`src/rtl/dpe_partial_accum.sv`:
```
// Sums a stream of unsigned CSA_8 partial dot products, framed by in_last, into one
// ACC_WIDTH-bit result with a saturating beat count and a sticky carry-out flag.
module dpe_partial_accum #(
    parameter int WIDTH     = 16,
    parameter int ACC_WIDTH = WIDTH + 8,
    parameter int CNT_W     = 8
) (
    input  logic                 clk,
    input  logic                 rst_n,
    input  logic                 in_valid,
    output logic                 in_ready,
    input  logic [WIDTH-1:0]     in_sum,
    input  logic                 in_last,
    output logic                 out_valid,
    input  logic                 out_ready,
    output logic [ACC_WIDTH-1:0] out_sum,
    output logic [CNT_W-1:0]     out_count,
    output logic                 out_ovf
);

    typedef enum logic [1:0] {
        IDLE  = 2'd0,
        ACCUM = 2'd1,
        HOLD  = 2'd2
    } state_t;

    state_t               state_reg;
    state_t               state_next;
    logic [ACC_WIDTH-1:0] acc_reg;
    logic [CNT_W-1:0]     cnt_reg;
    logic                 ovf_reg;
    logic                 out_valid_reg;

    logic                 accept;
    logic                 start;
    logic [ACC_WIDTH:0]   sum_wide;

    // A held result frees the slot in the same cycle it is consumed, so a new
    // vector can start without a bubble.
    assign in_ready = (state_reg != HOLD) | out_ready;
    assign accept   = in_valid & in_ready;
    assign start    = accept & (state_reg != ACCUM);
    assign sum_wide = {1'b0, acc_reg} + (ACC_WIDTH + 1)'(in_sum);

    always_ff @(posedge clk or negedge rst_n) begin
        if (!rst_n) begin
            state_reg     <= IDLE;
            out_valid_reg <= 1'b0;
        end else begin
            state_reg     <= state_next;
            out_valid_reg <= (state_next == HOLD);
        end
    end

    always_comb begin
        state_next = state_reg;
        case (state_reg)
            IDLE, ACCUM: begin
                if (accept) begin
                    state_next = in_last ? HOLD : ACCUM;
                end
            end
            HOLD: begin
                if (accept) begin
                    state_next = in_last ? HOLD : ACCUM;
                end else if (out_ready) begin
                    state_next = IDLE;
                end
            end
            default: state_next = IDLE;
        endcase
    end

    always_ff @(posedge clk or negedge rst_n) begin
        if (!rst_n) begin
            acc_reg <= '0;
            cnt_reg <= '0;
            ovf_reg <= 1'b0;
        end else if (start) begin
            acc_reg <= ACC_WIDTH'(in_sum);
            cnt_reg <= CNT_W'(1);
            ovf_reg <= 1'b0;
        end else if (accept) begin
            acc_reg <= sum_wide[ACC_WIDTH-1:0];
            ovf_reg <= ovf_reg | sum_wide[ACC_WIDTH];
            if (cnt_reg != '1) begin
                cnt_reg <= cnt_reg + CNT_W'(1);
            end
        end
    end

    assign out_valid = out_valid_reg;
    assign out_sum   = acc_reg;
    assign out_count = cnt_reg;
    assign out_ovf   = ovf_reg;

endmodule

```
`config.mk`:
```
export PLATFORM = sky130hd
export DESIGN_NAME = dpe_partial_accum
export DESIGN_NICKNAME = d
export VERILOG_FILES = /design/src/rtl/dpe_partial_accum.sv
export SDC_FILE = /design/constraint.sdc
export NUM_CORES = 1
export LEC_CHECK = 0
export BUFFER_PORTS_ARGS = -buffer_cell sky130_fd_sc_hd__clkbuf_2
export CAP_MARGIN = 10
export CELL_PAD_IN_SITES_DETAIL_PLACEMENT = 0
export CELL_PAD_IN_SITES_GLOBAL_PLACEMENT = 2
export CORE_ASPECT_RATIO = 1.1
export CORE_MARGIN = 2
export CORE_UTILIZATION = 32
export DETAILED_ROUTE_END_ITERATION = 12
export GPL_ROUTABILITY_DRIVEN = 0
export PLACE_DENSITY = 0.83
export SYNTH_ARGS = -nofsm -noshare
export SYNTH_HDL_FRONTEND = slang
export SYNTH_SLANG_ARGS = --single-unit
```
`constraint.sdc`:
```
create_clock -name clk -period 3.25 [get_ports clk]
set_clock_uncertainty 0.05 [all_clocks]
set_input_delay 0.975 -clock clk [delete_from_list [all_inputs] [get_ports clk]]
set_output_delay 0.975 -clock clk [all_outputs]
set_load 0.02 [all_outputs]
```
==> Yosys cells after proc, flatten, opt, wreduce, memory -nomap -nowiden <==
Index checks and enable logic that the tools add are counted.
{ "classes": {"eq_ne": 6, "bitwise_logic": 4, "addsub": 2, "reduce_logical": 5, "n_mux": 12} }
{ "ops": {"columns": ["op", "count"], "rows": [
  ["24-bit 2-to-1 mux", 2],
  ["24-bit by 16-bit adder with 25-bit output", 1],
  ["8-bit 2-to-1 mux", 3],
  ["8-bit by 1-bit adder with 8-bit output, second input constant", 1],
  ["2-bit 2-to-1 mux", 4],
  ["8-bit != test, second input constant", 1],
  ["2-bit equality test, second input constant", 2],
  ["2-bit one-hot mux with 2 select lines", 1],
  ["2-bit nonzero test", 2],
  ["1-bit AND", 2],
  ["2-bit by 1-bit equality test with 1-bit output, second input constant", 1],
  ["2-bit zero test", 1],
  ["1-bit 2-to-1 mux", 2],
  ["2-bit by 1-bit != test with 1-bit output, second input constant", 1],
  ["2-bit != test, second input constant", 1],
  ["1-bit bitwise OR", 2],
  ["2-bit AND reduction", 1],
  ["2-bit OR reduction", 1]
]} }
{ "word_totals": {"word_cells": 34, "output_inout_bits": 35, "input_bits": 21, "regBits": 36} }

==> Depth between registers and ports, before layout <==
Gate-level depths: netlist of run 1.
{ "depth": {"word_depth": 6, "mapped_depth": 9, "depth_no_buf": 9} }

==> Least setup slack after synthesis of run 1 <==
OpenSTA, ideal clock, no wires.
{ "synth_timing": {"path_type": "input-to-reg", "from": "in in_sum[0]", "to": "reg acc_reg[20] (netlist: out_sum[20])", "t_arrival_ns": 2.962, "cell_stages": 9, "slack_ns": 0.160, "path_buffers": 0, "required_ns": 3.122, "path_cell_list": "ha_1 > inv_1 > fa_1 > nand2b_1 > a21oi_4 > o21ai_2 > o31a_1 > or4_1 > a21oi_1"} }
{ "synth_via": {"elab_chain_cells": 3} }
{ "synth_rtl": {"columns": ["element", "line_no", "text"], "rows": [
  ["from (decl)", "12", "input logic [WIDTH-1:0] in_sum,"],
  ["24-bit by 16-bit adder with 25-bit output", "43", "assign sum_wide = {1'b0, acc_reg} + (ACC_WIDTH + 1)'(in_sum);"],
  ["24-bit 2-to-1 mux", "83", "end else if (accept) begin"],
  ["24-bit 2-to-1 mux", "79", "end else if (start) begin"],
  ["to (signal assigned)", "80", "acc_reg <= ACC_WIDTH'(in_sum);"],
  ["to (signal assigned)", "84", "acc_reg <= sum_wide[ACC_WIDTH-1:0];"],
  ["to (decl)", "29", "logic [ACC_WIDTH-1:0] acc_reg;"]
]} }
Every way passes these cells. The select of a mux whose other input is x is not followed.
A chain may end at the register's enable or synchronous reset.

==> Worst setup path after layout of run 1 <==
Ends and elaborated chain as after synthesis.

==> summary.txt, run 1 <==
die width = 90.1 µm
CTS tree = built
setup_tns = 0 ns
final setup vio count = 0
CP Data Required Time = 3.42 ns
Remaining Overflow, GRT = 0
fin. max-slew vios = 0
Seq/Total Area, Yosys = 0.345
initial drt markers = 55
Worst slew margin = 0.329
Hold Crit Endpoint = out_ovf$_DFFE_PN0P_
Crit Path Class = input port to register
dpl cells = 476
Synth Instances = 320
CP arrival = 3.06 ns
Initial Util = 0.330
post-route insts no fill = 484
reg2reg path depth = 9
drt wl/cell = 15.3 µm
reg2reg end = out_sum[20]$_DFFE_PN0P_
Post-synth EDFFs = 0
Final ANT Viol Nets = 0
Root Buffer = clkbuf_8
first-pass GRT wire length = 12500 µm
GRT Total Usage = 0.175
syn nets = 359
CTS resizes = 0
DR vias = 2486
Worst setup SP type = input port
synth unique cells = 45
top achievable clock speed = 0.345 GHz
DIE HEIGHT = 98.7 µm
FF-to-FF Start = out_sum[0]$_DFFE_PN0P_
Worst Min Path Start = out_ovf$_DFFE_PN0P_
port bufs = 55
largest net degree at the start of global routing = 37
Placed Instance Area = 0.00303 mm²
Die Area = 0.00890 mm²
vias in the first global route = 2405
Final Cell Area = 0.00312 mm²
Max VDD drop = 0.221 mV
FP Rows = 34
P&R area growth vs syn = 19.3%
Final Hold Viols = 0
CP max-delay cell = or4_1
cts hold-fix bufs = 0
power density cells = 584 mW/mm²
final net count = 414
period utilization = 0.891
Num CTS Buffers = 5
outcome = finished, final reports clean
CTS clock-pin slew for the worst setup and hold paths = 0.08 ns
drt first pass iters = 4
RSZ-0062 raised after global routing = no
n_diodes = 0
Hold WC Path Type = register to register
routed vias/inst = 5.14
crit-path cells = clkbuf_2 -> ha_1 -> inv_1 -> fa_1 -> nand2b_1 -> a21oi_4 -> o21ai_2 -> o31a_1 -> or4_1 -> a21oi_1
hold-critical path depth = 1
I/O pin cnt = 56
static leakage = 1.48 nW
Bufs and invs on worst path = 2
share of cells above drive strength 1 = 0.213
crit path from = in_sum[0]
Synth Warn # = 0
Post-Route WL = 7410 µm
synthesized cell area = 0.00261 mm²
initial antenna violation count = 0
CORE AREA = 0.00791 mm²
latest clock arrival within the worst-skew pair = 0.30 ns
endpoint class of the critical path = register
Sink Count = 36
Tmin final = 2.89 ns
number of post-CTS setup repair buffers = 0
Clock Tree Buf Depth = 2
Largest register FFs = 24
Syn Area/Cell = 8.16 µm²
max-cap violations = 0
Yosys reg bits = 36
fraction of registers with async set/reset = 1.00
H-tree levels = 2
Main synth FF type = dfrtp_1
dpl hpwl = 5540 µm
Largest delay share family, worst path = compound AO/OA/AOI/OAI gates
detailed-route DRC error count = 0
total power = 1.82 mW
R2R Setup Slk = 0.74 ns
slowest cell delay on critical path = 0.48 ns
slew of the pin with the lowest slew margin = 1.01 ns
crit-path max FO = 7
[report_power, final]
group / internal [mW] / total (mW) / switching (mW)
sequential: 0.516 / 0.584 / 0.0684
clock: 0.150 / 0.335 / 0.185
combinational: 0.346 / 0.902 / 0.556
[cells in the mapped netlist, types with 3 or more instances]
cell type	count	area, µm²
dfrtp_1	36	901
xor2_1	8	70.1
xnor2_1	7	61.3
o21bai_1	4	30.0
nor3_1	6	30.0
clkbuf_1	15	56.3
a31oi_1	6	37.5
nor2_1	22	82.6
nand2_1	43	161
nand4_1	9	56.3
inv_1	10	37.5
o211ai_1	5	37.5
nand3_1	14	70.1
ha_1	17	213
mux2i_1	4	40.0
o21ai_0	26	130
and3_1	15	93.8
a21oi_1	32	160
nand2b_1	5	31.3
a21o_1	3	22.5
[per-layer routing]
metal  share of wire  GRT usage  vias up  wire length [µm]
met5               0          0        -                 0
met1            0.51      0.250     1151              3760
met3           0.035     0.0329        7               258
li1                -          -     1268                 -
met2            0.45      0.273       60              3320
met4           0.010     0.0438        0                75
[metrics by stage]
step | util | setup WS (ns) | hold slack, ns
global placement | 0.383 | 0.0505 | 0.444
global route | 0.394 | 0.194 | 0.490
finish | 0.394 | 0.355 | 0.461
CTS | 0.394 | 0.332 | 0.473
floorplan | - | 0.160 | 0.452
detailed placement | 0.383 | 0.0209 | 0.454
[cells by family (layout without fill, tap and decap cells)]
group | after synthesis | in the layout | share of synthesized area
fa+ha+maj | 18 | 18 | 0.0891
simple gates | 126 | 126 | 0.234
compound gates | 95 | 95 | 0.229
buf+inv | 26 | 82 | 0.0379
mux | 4 | 4 | 0.0153
flops | 36 | 36 | 0.345
xor+xnor | 15 | 15 | 0.0503
[layout make-up]
cell class	count	area, µm²
flip-flops and latches	36	901
fillers	862	4800
repair buffers	64	343
well taps	108	135
inverters	10	37.5
clock buffers	5	68.8
multi-input cells	258	1610
clock inverters	3	18.8
[layout by cell type, fill, tap and decap left out, types with 6 or more instances in the layout]
master,count
o21ai_0,26
a31oi_1,6
inv_1,10
xnor2_1,7
dfrtp_1,36
and3_1,15
nand2_1,43
nor2_1,22
clkbuf_2,55
ha_1,17
a21oi_1,32
buf_4,9
xor2_1,8
nand3_1,14
nand4_1,9
nor3_1,6
[worst max path at each step]
stage | end | slack [ns] | depth (start not counted)
CTS | out_sum[20]$_DFFE_PN0P_ | 0.33 | 10
detailed placement | out_sum[20]$_DFFE_PN0P_ | 0.02 | 10
global route | out_sum[20]$_DFFE_PN0P_ | 0.19 | 10
finish | out_sum[20]$_DFFE_PN0P_ | 0.36 | 10
global placement | out_sum[20]$_DFFE_PN0P_ | 0.05 | 10
floorplan | out_sum[20]$_DFFE_PN0P_ | 0.16 | 9
[worst register-to-register path: cells and delay by family (launching register included)]
family | cells | cell delay [ns]
flops | 1 | 0.37
compound gates | 4 | 0.72
buf+inv | 1 | 0.05
fa+ha+maj | 2 | 0.54
simple gates | 2 | 0.70
No activity file was read; power rests on OpenSTA's default activity.
==> run 2: changes to the inputs <==
- CORE_ASPECT_RATIO: 1.1 -> unset
==> summary.txt, run 2 (same netlist as run 1, synthesis figures left out) <==
outcome = finished, final reports clean
H-tree levels = 2 (unchanged)
cts hold-fix bufs = 0 (unchanged)
Num CTS Buffers = 5 (unchanged)
largest net degree at the start of global routing = 37 (unchanged)
CP Data Required Time = 3.41 ns (about the same)
worst setup margin = 0.261 ns (-0.0943 ns)
endpoint class of the critical path = register
CORE AREA = 0.00781 mm² (-1.3%)
Min Hold Slack = 0.471 ns (+0.0109 ns)
Largest register FFs = 24 (unchanged)
power density cells = 581 mW/mm² (-0.67%)
number of post-CTS setup repair buffers = 0 (unchanged)
Post-Route WL = 7250 µm (-2.2%)
Flop pwr share = 0.323 (+0.002)
Worst setup SP type = input port
grt peak-use layer = met2
routed vias/inst = 5.24 (+2.1%)
die width = 94.3 µm (+4.7%)
CTS resizes = 0 (unchanged)
n_diodes = 0 (unchanged)
max-cap violations = 0 (unchanged)
most frequent cells in the layout = clkbuf_2, nand2_1, dfrtp_1
CP Depth = 10 (unchanged)
Switching Power = 0.790 mW (-2.4%)
initial antenna violation count = 0 (unchanged)
CTS clock-pin slew for the worst setup and hold paths = 0.08 ns (about the same)
detailed-route DRC error count = 0 (unchanged)
Combinational Power Share = 0.502 (+0.007)
Worst slew margin = 0.348 (+0.0187)
first-pass GRT wire length = 12000 µm (-3.8%)
latest clock arrival within the worst-skew pair = 0.29 ns (about the same)
Largest delay share family, worst path = compound AO/OA/AOI/OAI gates
crit-path cells = clkbuf_2 -> ha_1 -> inv_1 -> fa_1 -> nand2b_1 -> a21oi_4 -> o21ai_2 -> o31a_1 -> or4_1 -> a21oi_1
CP arrival = 3.15 ns (+0.09 ns)
Sink Count = 36 (unchanged)
GRT Total Usage = 0.170 (-0.00424)
switch share = 0.439 (-0.00515)
Die Area = 0.00890 mm² (about the same)
period utilization = 0.920 (+0.0290)
FP Rows = 32 (-5.9%)
RSZ-0062 raised after global routing = no
DIE HEIGHT = 94.3 µm (-4.5%)
fin util = 0.397 (+0.00306)
slew of the pin with the lowest slew margin = 0.978 ns (-0.0281 ns)
R2R Setup Slk = 0.64 ns (-0.10 ns)
CTS tree = built
met2 GRT Util = 0.288 (+0.0145)
port bufs = 55 (unchanged)
reg2reg path depth = 9 (unchanged)
Crit Path Class = input port to register
M3 GR Usage = 0.0311 (-0.00175)
crit-path max FO = 9 (+2)
Final Hold Viols = 0 (unchanged)
Pint = 1.01 mW (-0.31%)
fin. max-slew vios = 0 (unchanged)
slowest cell delay on critical path = 0.50 ns (+0.02 ns)
Remaining Overflow, GRT = 0 (unchanged)
Initial Util = 0.334 (+0.00444)
post-route insts no fill = 477 (-1.4%)
hold-critical path depth = 2 (+1)
Final ANT Viol Nets = 0 (unchanged)
most common cell after layout, fill and taps aside = clkbuf_2
dpl cells = 470 (-1.3%)
Tmin final = 2.99 ns (+0.0943 ns)
CP max-delay cell = or4_1
share of cells above drive strength 1 = 0.208 (-0.00477)
drt first pass iters = 5 (+1)
static leakage = 1.47 nW (-0.47%)
drt wl/cell = 15.2 µm (-0.72%)
Clock Tree Buf Depth = 2 (unchanged)
I/O pin cnt = 56 (unchanged)
vias in the first global route = 2432 (+1.1%)
Max VDD drop = 0.245 mV (+11%)
final net count = 414 (unchanged)
dpl hpwl = 5310 µm (-4.1%)
P&R area growth vs syn = 18.6%
worst slack at placement = -0.0377 ns (-0.0586 ns)
initial drt markers = 107 (+95%)
clock power share = 0.175 (-0.009)
Hold WC Path Type = register to register
DR vias = 2501 (+0.60%)
final setup vio count = 0 (unchanged)
Root Buffer = clkbuf_8
Bufs and invs on worst path = 2 (unchanged)
M1 GR Usage = 0.225 (-0.0247)
top achievable clock speed = 0.335 GHz (-3.2%)
==> run 2: power by group through the flow <==
stage | Clock (mW) | Sequential [mW] | Combinational, mW
floorplan | 0 | 0.659 | 0.556
global placement | 0 | 0.589 | 0.907
detailed placement | 0 | 0.591 | 0.904
CTS | 0.330 | 0.583 | 0.908
global route | 0.348 | 0.595 | 1.01
finish | 0.315 | 0.581 | 0.903
==> run 2: final timing paths <==
kind	endpoint	startpoint
max reg2reg	out_sum[20]$_DFFE_PN0P_	out_sum[0]$_DFFE_PN0P_
max in group asynchronous	out_sum[16]$_DFFE_PN0P_	rst_n
min in group asynchronous	out_sum[0]$_DFFE_PN0P_	rst_n
min	out_sum[15]$_DFFE_PN0P_	out_sum[15]$_DFFE_PN0P_
min reg2reg	out_sum[15]$_DFFE_PN0P_	out_sum[15]$_DFFE_PN0P_
max	out_sum[20]$_DFFE_PN0P_	in_sum[0]
==> run 2: stage by stage <==
| stage | cell area (µm²) | setup TNS (ns) | power, mW |
|---|---|---|---|
| after detailed placement | 3020 | -0.0377 | 1.50 |
| final | 3100 | 0 | 1.80 |
| after CTS | 3100 | 0 | 1.82 |
| after global placement | 3020 | 0 | 1.50 |
| after floorplan | 2610 | 0 | 1.22 |
| after global routing | 3100 | 0 | 1.95 |
==> run 2: final cells by class <==
class                           instances  area [µm²]
Sequential cell                        36         901
Inverter                               10        37.5
Tap cell                              102         128
Clock inverter                          1        5.00
Fill cell                             827        4710
Clock buffer                            6        72.6
Timing Repair Buffer                   64         343
Multi-Input combinational cell        258        1610
==> run 2: worst register-to-register path, cell delays in order (launching register included) <==
cell and delay [ns]:
dfrtp_1 0.38, ha_1 0.18, inv_1 0.05, fa_1 0.38, nand2b_1 0.21, a21oi_4 0.16
o21ai_2 0.09, o31a_1 0.38, or4_1 0.50, a21oi_1 0.16
==> run 2: metal layers <==
| metal | part of all wire | up-vias |
|---|---|---|
| li1 | - | 1267 |
| met1 | 0.47 | 1190 |
| met4 | 0.010 | 0 |
| met2 | 0.49 | 38 |
| met5 | 0 | - |
| met3 | 0.031 | 6 |
==> run 3: changes to the inputs <==
- ABC_AREA: unset -> 1
- CORE_UTILIZATION: 32 -> 30
==> summary.txt, run 3 <==
Worst Min Path Start = out_sum[13]$_DFFE_PN0P_
Num CTS Buffers = 5 (unchanged)
largest net degree at the start of global routing = 30 (-19%)
Largest delay share family, worst path = simple AND/OR/NAND/NOR gates
met3 routed WL = 434 µm (+95%)
CP Depth = 14 (+4)
Final Hold Viols = 0 (unchanged)
H-tree levels = 2 (unchanged)
Root Buffer = clkbuf_8
top achievable clock speed = 0.402 GHz (+20%)
total power = 2.38 mW (+32%)
reg2reg path depth = 13 (+4)
sequential cell area = 901 µm² (unchanged)
CP max-delay cell = fa_1
number of post-CTS setup repair buffers = 0 (unchanged)
multi-input logic area = 0.00180 mm² (+12%)
Worst setup SP type = input port
endpoint class of the critical path = register
Syn Area/Cell = 6.54 µm² (-20%)
Sink Count = 36 (unchanged)
synth unique cells = 35 (-22%)
outcome = finished, final reports clean
GRT Total Usage = 0.166 (-0.00428)
fillers = 1136 (+37%)
Synth Warn # = 0 (unchanged)
detailed-route DRC error count = 0 (unchanged)
DRT met1 WL = 4340 µm (+27%)
max-cap violations = 0 (unchanged)
n_diodes = 0 (unchanged)
port bufs = 55 (unchanged)
main area contributors after synthesis = dfrtp_1, nand2_1, nand3_1, inv_1, ha_1
Max VDD drop = 0.226 mV (-8.0%)
reg2reg end = out_sum[16]$_DFFE_PN0P_
Tmin final = 2.49 ns (-0.502 ns)
most numerous cell in the Yosys netlist = nand2_1
CP arrival = 2.63 ns (-0.52 ns)
power density cells = 680 mW/mm² (+17%)
Die Area = 0.0108 mm² (+22%)
Worst slew margin = 0.458 (+0.110)
I/O pin cnt = 56 (unchanged)
hold-critical path depth = 2 (unchanged)
CTS resizes = 0 (unchanged)
Post-synth EDFFs = 0 (unchanged)
Hold Crit Endpoint = out_sum[13]$_DFFE_PN0P_
setup_tns = 0 ns (unchanged)
fraction of registers with async set/reset = 1.00 (unchanged)
top layer in use = met4
routed vias/inst = 4.71 (-10%)
final net count = 553 (+34%)
syn nets = 498 (+39%)
DR vias = 3053 (+22%)
slew of the pin with the lowest slew margin = 0.813 ns (-0.165 ns)
vias in the first global route = 2923 (+20%)
crit-path max FO = 4 (-5)
leading area contributor after synthesis = dfrtp_1
drt wl/cell = 13.5 µm (-11%)
synthesized cell area = 0.00300 mm² (+15%)
RSZ-0062 raised after global routing = no
Bufs and invs on worst path = 3 (+1)
period utilization = 0.765 (-0.154)
crit-path cells = clkbuf_2 -> ha_1 -> inv_1 -> fa_1 -> inv_1 -> nand3_1 -> nand3_1 -> nand2_1 -> nand2_1 -> nand2_1 -> nand3_1 -> nand3_1 -> nand2_1 -> nor2_1
Synth top area share = 0.300 (-0.0450)
most common cell after layout, fill and taps aside = nand2_1
die width = 104 µm (+10%)
static leakage = 1.87 nW (+27%)
DIE HEIGHT = 104 µm (+10%)
Post-Route WL = 8780 µm (+21%)
Min Hold Slack = 0.464 ns (-0.00723 ns)
Largest register FFs = 24 (unchanged)
most frequent cells in the layout = nand2_1, inv_1, clkbuf_2
CP Data Required Time = 3.39 ns (-0.02 ns)
drt first pass iters = 4 (-1)
FP Rows = 36 (+13%)
Synth Instances = 459 (+43%)
CTS clock-pin slew for the worst setup and hold paths = 0.09 ns (about the same)
Main synth FF type = dfrtp_1
CORE AREA = 0.00973 mm² (+25%)
Remaining Overflow, GRT = 0 (unchanged)
Met2 Wirelength = 3990 µm (+13%)
initial antenna violation count = 0 (unchanged)
final setup vio count = 0 (unchanged)
cts hold-fix bufs = 0 (unchanged)
Seq/Total Area, Yosys = 0.300 (-0.0450)
Yosys reg bits = 36 (unchanged)
dpl hpwl = 6680 µm (+26%)
slowest cell delay on critical path = 0.40 ns (-0.10 ns)
fin. max-slew vios = 0 (unchanged)
latest clock arrival within the worst-skew pair = 0.30 ns (about the same)
initial drt markers = 130 (+21%)
Crit Path Class = input port to register
Clock Tree Buf Depth = 2 (unchanged)
Final ANT Viol Nets = 0 (unchanged)
Initial Util = 0.309 (-0.0258)
R2R Setup Slk = 1.16 ns (+0.52 ns)
FF-to-FF Start = out_sum[0]$_DFFE_PN0P_
first-pass GRT wire length = 14600 µm (+22%)
Hold WC Path Type = register to register
CTS tree = built
share of cells above drive strength 1 = 0.140 (-0.0682)
Synth top cells by count = nand2_1, inv_1, nor2_1
P&R area growth vs syn = 16.4%
run 3: cell types whose count changed in the layout (fill, tap and decap cells not counted), moves of 6 or more:
| cell | change |
|---|---|
| o21ai_0 | -22 |
| nor2_1 | +32 |
| nand2_1 | +102 |
| xnor2_1 | -6 |
| nand3_1 | +39 |
| and3_1 | -15 |
| inv_1 | +47 |
| buf_4 | -7 |
run 3: worst min-delay path, delay by kind of cell, from the launching register on:
kind | cells | cell delay [ns]
flip-flops | 1 | 0.37
AND/OR/NAND/NOR | 2 | 0.11
run 3: cell families after synthesis:
group	count (synthesis)	share of synthesized area
adder cells (fa/ha/maj)	18	0.0775
flip-flops	36	0.300
AO/OA/AOI/OAI	53	0.100
AND/OR/NAND/NOR	275	0.397
buffers and inverters	68	0.0992
XOR/XNOR	9	0.0263
run 3: layout make-up:
type                    count  area share
flip-flops and latches     36       0.258
multi-input cells         355       0.516
inverters                  59      0.0648
clock inverters             2      0.0100
clock buffers               6      0.0208
well taps                 133      0.0476
repair buffers             57      0.0830
run 3: how the worst max path moves through the flow:
| stage | from | endpoint | slack, ns |
|---|---|---|---|
| 2_1_floorplan | in_sum[0] | out_sum[16]$_DFFE_PN0P_ | 0.76 |
| 3_3_place_gp | in_sum[0] | out_sum[20]$_DFFE_PN0P_ | 0.52 |
| 3_5_place_dp | in_sum[0] | out_sum[16]$_DFFE_PN0P_ | 0.45 |
| 4_1_cts | in_sum[0] | out_sum[16]$_DFFE_PN0P_ | 0.76 |
| 5_1_grt | in_sum[0] | out_sum[16]$_DFFE_PN0P_ | 0.55 |
| 6_report | in_sum[0] | out_sum[16]$_DFFE_PN0P_ | 0.76 |
run 3: stage by stage:
stage	std cells	setup slack, ns	utilization	instance area (µm²)
after floorplan	459	0.760	-	3000
after detailed placement	640	0.451	0.348	3390
after global routing	648	0.550	0.359	3500
after CTS	648	0.758	0.359	3500
after global placement	640	0.517	0.348	3390
final	648	0.762	0.359	3500
run 3: where the power goes:
group / total [mW] / internal, mW / switching (mW)
Clock: 0.419 / 0.228 / 0.191
Combinational: 1.30 / 0.436 / 0.865
Sequential: 0.658 / 0.549 / 0.109
Total: 2.38 / 1.21 / 1.16
run 3: per-layer routing:
layer	vias to the layer above	global-route usage
li1	1584	-
met4	0	0.0232
met1	1403	0.239
met5	-	0
met3	3	0.0320
met2	63	0.264
